<file path="config.mk">
export PLATFORM = sky130hd
export DESIGN_NAME = uncache_bridge
export DESIGN_NICKNAME = d
export VERILOG_FILES = /design/src/rtl/uncache_bridge.sv
export SDC_FILE = /design/constraint.sdc
export NUM_CORES = 1
export LEC_CHECK = 0
export ABC_AREA = 1
export CAP_MARGIN = 20
export CORE_ASPECT_RATIO = 2
export CORE_MARGIN = 2
export CORE_UTILIZATION = 27
export DETAILED_ROUTE_END_ITERATION = 7
export GPL_ROUTABILITY_DRIVEN = 0
export PLACE_DENSITY_LB_ADDON = 0.08
export SLEW_MARGIN = 40
export SYNTH_ARGS = -nofsm -noshare
export SYNTH_HDL_FRONTEND = slang
export SYNTH_SLANG_ARGS = --single-unit
</file>
<file path="constraint.sdc">
create_clock -name clk -period 1.65 [get_ports clk]
set_input_delay 0.165 -clock clk [delete_from_list [all_inputs] [get_ports clk]]
set_output_delay 0.165 -clock clk [all_outputs]
set_load 0.01 [all_outputs]
</file>
<file path="src/rtl/uncache_bridge.sv">
// rtl/uncache_bridge.sv - single-outstanding uncached request to AXI4 single-beat bridge
module uncache_bridge #(
    parameter logic [3:0] AXI_ID = 4'd1
) (
    input  logic        clk,
    input  logic        resetn,
    input  logic        uncache_valid,
    input  logic        uncache_op,
    input  logic [31:0] uncache_addr,
    input  logic [1:0]  uncache_size,
    input  logic [3:0]  uncache_wstrb,
    input  logic [31:0] uncache_wdata,
    output logic        uncache_addr_ok,
    output logic        uncache_data_ok,
    output logic [31:0] uncache_rdata,
    output logic [3:0]  arid,
    output logic [31:0] araddr,
    output logic [2:0]  arsize,
    output logic        arvalid,
    input  logic        arready,
    input  logic [31:0] rdata,
    input  logic [1:0]  rresp,
    input  logic        rvalid,
    output logic        rready,
    output logic [3:0]  awid,
    output logic [31:0] awaddr,
    output logic [2:0]  awsize,
    output logic        awvalid,
    input  logic        awready,
    output logic [31:0] wdata,
    output logic [3:0]  wstrb,
    output logic        wvalid,
    input  logic        wready,
    input  logic [1:0]  bresp,
    input  logic        bvalid,
    output logic        bready
);

    typedef enum logic [2:0] {
        IDLE,
        RD_AR,
        RD_R,
        WR_AW_W,
        WR_B
    } state_t;

    state_t      state;
    logic [31:0] addr_q;
    logic [31:0] wdata_q;
    logic [1:0]  size_q;
    logic [3:0]  wstrb_q;
    logic        aw_done;
    logic        w_done;
    logic        aw_hs;
    logic        w_hs;

    // Responses are not error-checked: every transaction completes normally.
    logic        resp_unused;
    assign resp_unused = ^{rresp, bresp};

    assign uncache_addr_ok = uncache_valid & (state == IDLE);
    assign aw_hs           = awvalid & awready;
    assign w_hs            = wvalid & wready;

    assign arid   = AXI_ID;
    assign awid   = AXI_ID;
    assign araddr = addr_q;
    assign awaddr = addr_q;
    assign arsize = {1'b0, size_q};
    assign awsize = {1'b0, size_q};
    assign wdata  = wdata_q;
    assign wstrb  = wstrb_q;

    always_ff @(posedge clk or negedge resetn) begin
        if (!resetn) begin
            state           <= IDLE;
            addr_q          <= 32'd0;
            wdata_q         <= 32'd0;
            size_q          <= 2'd0;
            wstrb_q         <= 4'd0;
            aw_done         <= 1'b0;
            w_done          <= 1'b0;
            arvalid         <= 1'b0;
            rready          <= 1'b0;
            awvalid         <= 1'b0;
            wvalid          <= 1'b0;
            bready          <= 1'b0;
            uncache_data_ok <= 1'b0;
            uncache_rdata   <= 32'd0;
        end else begin
            uncache_data_ok <= 1'b0;
            case (state)
                IDLE: begin
                    if (uncache_valid) begin
                        addr_q  <= uncache_addr;
                        size_q  <= uncache_size;
                        wstrb_q <= uncache_wstrb;
                        wdata_q <= uncache_wdata;
                        if (uncache_op) begin
                            state   <= WR_AW_W;
                            awvalid <= 1'b1;
                            wvalid  <= 1'b1;
                            aw_done <= 1'b0;
                            w_done  <= 1'b0;
                        end else begin
                            state   <= RD_AR;
                            arvalid <= 1'b1;
                        end
                    end
                end
                RD_AR: begin
                    if (arready) begin
                        arvalid <= 1'b0;
                        rready  <= 1'b1;
                        state   <= RD_R;
                    end
                end
                RD_R: begin
                    if (rvalid) begin
                        rready          <= 1'b0;
                        uncache_rdata   <= rdata;
                        uncache_data_ok <= 1'b1;
                        state           <= IDLE;
                    end
                end
                WR_AW_W: begin
                    if (aw_hs) begin
                        awvalid <= 1'b0;
                        aw_done <= 1'b1;
                    end
                    if (w_hs) begin
                        wvalid <= 1'b0;
                        w_done <= 1'b1;
                    end
                    // AW and W may finish in either order or together.
                    if ((aw_done | aw_hs) & (w_done | w_hs)) begin
                        bready <= 1'b1;
                        state  <= WR_B;
                    end
                end
                WR_B: begin
                    if (bvalid) begin
                        bready          <= 1'b0;
                        uncache_data_ok <= 1'b1;
                        state           <= IDLE;
                    end
                end
                default: state <= IDLE;
            endcase
        end
    end

endmodule

</file>
## Yosys cells after proc, flatten, opt, wreduce, memory -nomap -nowiden

Index checks and enable logic that the tools add are counted.

| cells by class | value |
|---|---|
| equal/unequal tests | 13 |
| mux-type cells | 32 |
| bitwise gates (word level) | 6 |
| reduce and logical (&&, ||, !) cells | 13 |

Operators by type and width:

| kind | count |
|---|---|
| != test 2 bit, second input constant | 9 |
| two-way mux 1 bit | 17 |
| case mux 1 bit (2 select lines) | 8 |
| two-way mux 3 bit | 5 |
| case mux 3 bit (5 select lines) | 1 |
| AND reduction 4 bit | 3 |
| nonzero test 2 bit | 4 |
| == test 3 x 2 -> 1 bit, second input constant | 2 |
| AND reduction 3 bit | 2 |
| AND reduction 5 bit | 1 |
| bitwise AND 1 bit | 4 |
| AND reduction 2 bit | 2 |
| == test 3 x 1 -> 1 bit, second input constant | 1 |
| == test 3 bit, second input constant | 1 |
| logical NOT 3 bit | 1 |
| two-way mux 2 bit | 1 |
| bitwise OR 1 bit | 2 |

| word-level totals | value |
|---|---|
| flip-flop bits (word level) | 113 |
| bits of input ports | 115 |
| output and inout port bits | 153 |

## Longest topological paths before layout

| depth | value |
|---|---|
| depth in word-level cells | 5 |
| depth in mapped cells | 8 |
| mapped depth without buffers | 8 |

## Least setup slack after synthesis

OpenSTA, ideal clock, no wires.

| timing | value |
|---|---|
| path kind | reg-to-reg |
| start | register state[2] |
| end | register addr_q[13], in the netlist araddr[13] |
| setup time | 0.116 ns |
| arrival | 1.099 ns |
| slack | 0.435 ns |
| cell stages (with the launch flop) | 8 |
| path buffers | 1 |
| clock period less this slack | 1.215 ns |
| cells stage by stage | dfrtp_1 > nor2_4 > nand2_2 > inv_4 > nand2_8 > buf_2 > nand2_1 > nand2_1 |

| between the ends | value |
|---|---|
| cells in the longest elaborated chain, start to end | 2 |

Ends and longest elaborated chain:

| what | line | RTL |
|---|---|---|
| start, declared | 47 | `state_t state;` |
| start signal, assigned | 76 | `state <= IDLE;` |
| start signal, assigned | 100 | `state <= WR_AW_W;` |
| start signal, assigned | 106 | `state <= RD_AR;` |
| logical NOT 3 bit | 92 | `case (state)` |
| AND reduction 2 bit (no line) | n/a |  |
| end signal, assigned | 95 | `addr_q <= uncache_addr;` |
| end, declared | 48 | `logic [31:0] addr_q;` |

No other way between the ends.
A chain may end at the register's enable or synchronous reset.

## Worst setup path in the final report

| timing | value |
|---|---|
| start | register addr_q[23], in the netlist araddr[23] |
| end | output port araddr[23] |

RTL lines:

| what | line | RTL |
|---|---|---|
| end, declared | 17 | `output logic [31:0] araddr,` |

No word-level cell between the ends.

==> impl_metrics.json <==
{
  "outcome": "completed",
  "cts_buffers": 17,
  "cts_setup_buffers": 0,
  "globalRouteOverflowTotal": 0,
  "hold_viol": 0,
  "cp_cell_sequence": "clkdlybuf4s50_1",
  "reg2reg_from": "state[1]$_DFFE_PN0P_",
  "placed_area_mm2": 0.00743,
  "path_delay_family": "buffers and inverters",
  "core_area_mm2": 0.0181,
  "routed_wl_mm": 14.5,
  "track_usage": 0.153,
  "route.detailed.drc": 0,
  "design.die.area_mm2": 0.0194,
  "clock.fmax_mhz": 647,
  "ys_async_sr_fraction": 1.00,
  "maxSlewViolCount": 0,
  "drive_gt1_frac": 0.0940,
  "synth_top_cell_by_area": "dfrtp_1",
  "num_rows": 70,
  "initial_utilization": 0.272,
  "fin_worst_skew_ns": 0.00588,
  "ys_seq_area_frac": 0.573,
  "irDropWorstVdd_v": 0.000877,
  "tns_ns": 0,
  "yosys-top-cells-count": "nand2_1 (266), dfrtp_1 (113), buf_4 (49), inv_1 (41), o21ai_1 (15)",
  "avgSynthCellArea_um2": 8.91,
  "die_w_um": 99.6,
  "port_buffers": 253,
  "yosysMostFrequentCell": "nand2_1",
  "critPathMaxStageDelay_ns": 0.57,
  "cp_data_required_time_ns": 1.48,
  "final_nets": 901,
  "dr.pass1.iters": 4,
  "antenna_found_initial": 1,
  "crit_path_start_kind": "flop",
  "grt_pass1_vias": 4437,
  "synth_cells": 554,
  "clk_pin_slew_worst_paths_ns": 0.06,
  "dpl_worst_slack_ns": 0.0117,
  "cts_tree": "yes",
  "power_density_mw_per_mm2": 2010,
  "ys_top_cells_by_area": "dfrtp_1 (57%), nand2_1 (20%), buf_4 (7.5%)",
  "initialDrtViolationCount": 132,
  "synth_area_mm2": 0.00493,
  "htree_levels": 4,
  "grt_max_degree": 54,
  "setup.worst_path.class": "reg2out",
  "arrival_ns": 1.38,
  "area_delta_synth_final_pct": 64.9,
  "final_cells": 1015,
  "rsz0062_at_grt": "no",
  "dp_hpwl_mm": 10.7,
  "clock_sinks": 113,
  "dieHeight_um": 195,
  "cts.path.max_buffers": 2,
  "synth_edf_count": 0,
  "setup_slack_ns": 0.104,
  "min_period_ns": 1.55,
  "cts_root_buf": "clkbuf_16",
  "synth_flop_cell": "dfrtp_1",
  "final_cell_area_mm2": 0.00814,
  "p_leak_uw": 0.00399,
  "vias": 4201,
  "ant_nets": 0,
  "ys_warn_count": 0,
  "grt_pass1_wl_mm": 23.0,
  "cap_violations": 0,
  "ioPinCount": 268,
  "fin_crit_sh": 0.937,
  "crit_fanout": 3,
  "clkLatencyLatePin_ns": 0.41,
  "cp_slowest_cell": "clkdlybuf4s50_1",
  "critPathBufInv": 1,
  "setup.worst_path.start": "araddr[23]$_DFFE_PN0P_",
  "dp.cells": 982,
  "worst_setup_path_end_kind": "primary output",
  "viasPerCell": 4.14,
  "setup_violations": 0,
  "yosys.cell_types.count": 25,
  "ys_ff_latch": 113,
  "wl_per_cell_um": 14.3,
  "hold_path.class": "in2async",
  "yosysTopAreaCellShare": 0.573
}
==> repair_timing <==
action	in CTS	in global routing
hold endpoints to repair	113	0
pin swaps	0	1
gates resized for setup	3	3
hold buffers	1	0
endpoints found under the setup margin	1	1
cloned	0	0
==> metrics by stage <==
| stage | utilization | power, uW | hold WS, ns |
|---|---|---|---|
| 3_5_place_dp | 0.410 | 12200 | 0.0711 |
| 3_3_place_gp | 0.410 | 12100 | 0.0697 |
| 6_report | 0.449 | 16400 | 0.186 |
| 4_1_cts | 0.449 | 16600 | 0.168 |
| 2_1_floorplan | - | 8400 | -0.131 |
| 5_1_grt | 0.449 | 17500 | 0.191 |
==> path summary, 6_finish.rpt <==
check / to / slack, ns / cells past startpoint
max reg2reg: wdata[23]$_DFFE_PN0P_ / 0.21 / 8
min reg2reg: w_done$_DFFE_PN0P_ / 0.47 / 2
max: araddr[23] / 0.10 / 1
min in group clk: wdata[12]$_DFFE_PN0P_ / 0.29 / 3
min: uncache_rdata[21]$_DFFE_PN0P_ / 0.19 / 2
max in group asynchronous: aw_done$_DFFE_PN0P_ / 0.91 / 3
==> cells in the final DEF (no fill, tap or decap) <==
cell type          n
o21ai_0           12
nand4_1            2
clkinv_2           3
bufinv_16          7
conb_1            10
nand3_1            7
nand2_8            1
inv_2              2
o21ai_1           15
nand2_4            1
clkinvlp_4         1
dfrtp_1          113
inv_4              1
dlygate4sd3_1      1
nand3b_1           1
nand2_2           10
diode_2            1
clkbuf_8           2
buf_2              1
nor2_4             2
nor2_1             3
o211ai_1           1
buf_4             11
nand3_2            1
buf_12             6
o21ai_2            8
clkbuf_16         17
clkdlybuf4s50_1  251
clkbuf_1           1
inv_8              1
nand2_1          266
inv_1             40
==> registers in the layout, indices dropped and copies added, names as in the netlist <==
signal           cells
awvalid              1
arvalid              1
w_done               1
wvalid               1
wstrb                4
bready               1
wdata               32
aw_done              1
rready               1
uncache_data_ok      1
araddr              32
state                3
uncache_rdata       32
size_q               2
==> final cells by class <==
class	instances	area, um2
clock inverters	11	233
diodes	1	2.50
repair buffers	270	2730
inverters	44	175
flip-flops and latches	113	2830
clock buffers	20	457
well taps	216	270
multi-input cells	340	1440
fillers	1748	9990
==> metal layers <==
metal / global-route usage / share of wire / vias up / wire length [um]
li1: - / - / 2078 / -
met1: 0.166 / 0.38 / 1935 / 5480
met2: 0.265 / 0.53 / 171 / 7680
met3: 0.0490 / 0.069 / 17 / 998
met4: 0.0700 / 0.022 / 0 / 324
met5: 0 / 0 / - / 0
==> power breakdown <==
part	leakage [uW]	switching, uW	internal (uW)
sequential	0.00141	842	4070
clock	0.000336	1270	3050
combinational	0.00225	3230	3900
==> logic make-up after synthesis <==
family / count (synthesis) / synth area share
AOI/OAI and AO/OA: 36 / 0.0431
buffers and inverters: 109 / 0.142
DFF: 113 / 0.573
other: 2 / 0.00152
and+or+nand+nor: 294 / 0.240
Power figures use the tool's default switching activity.
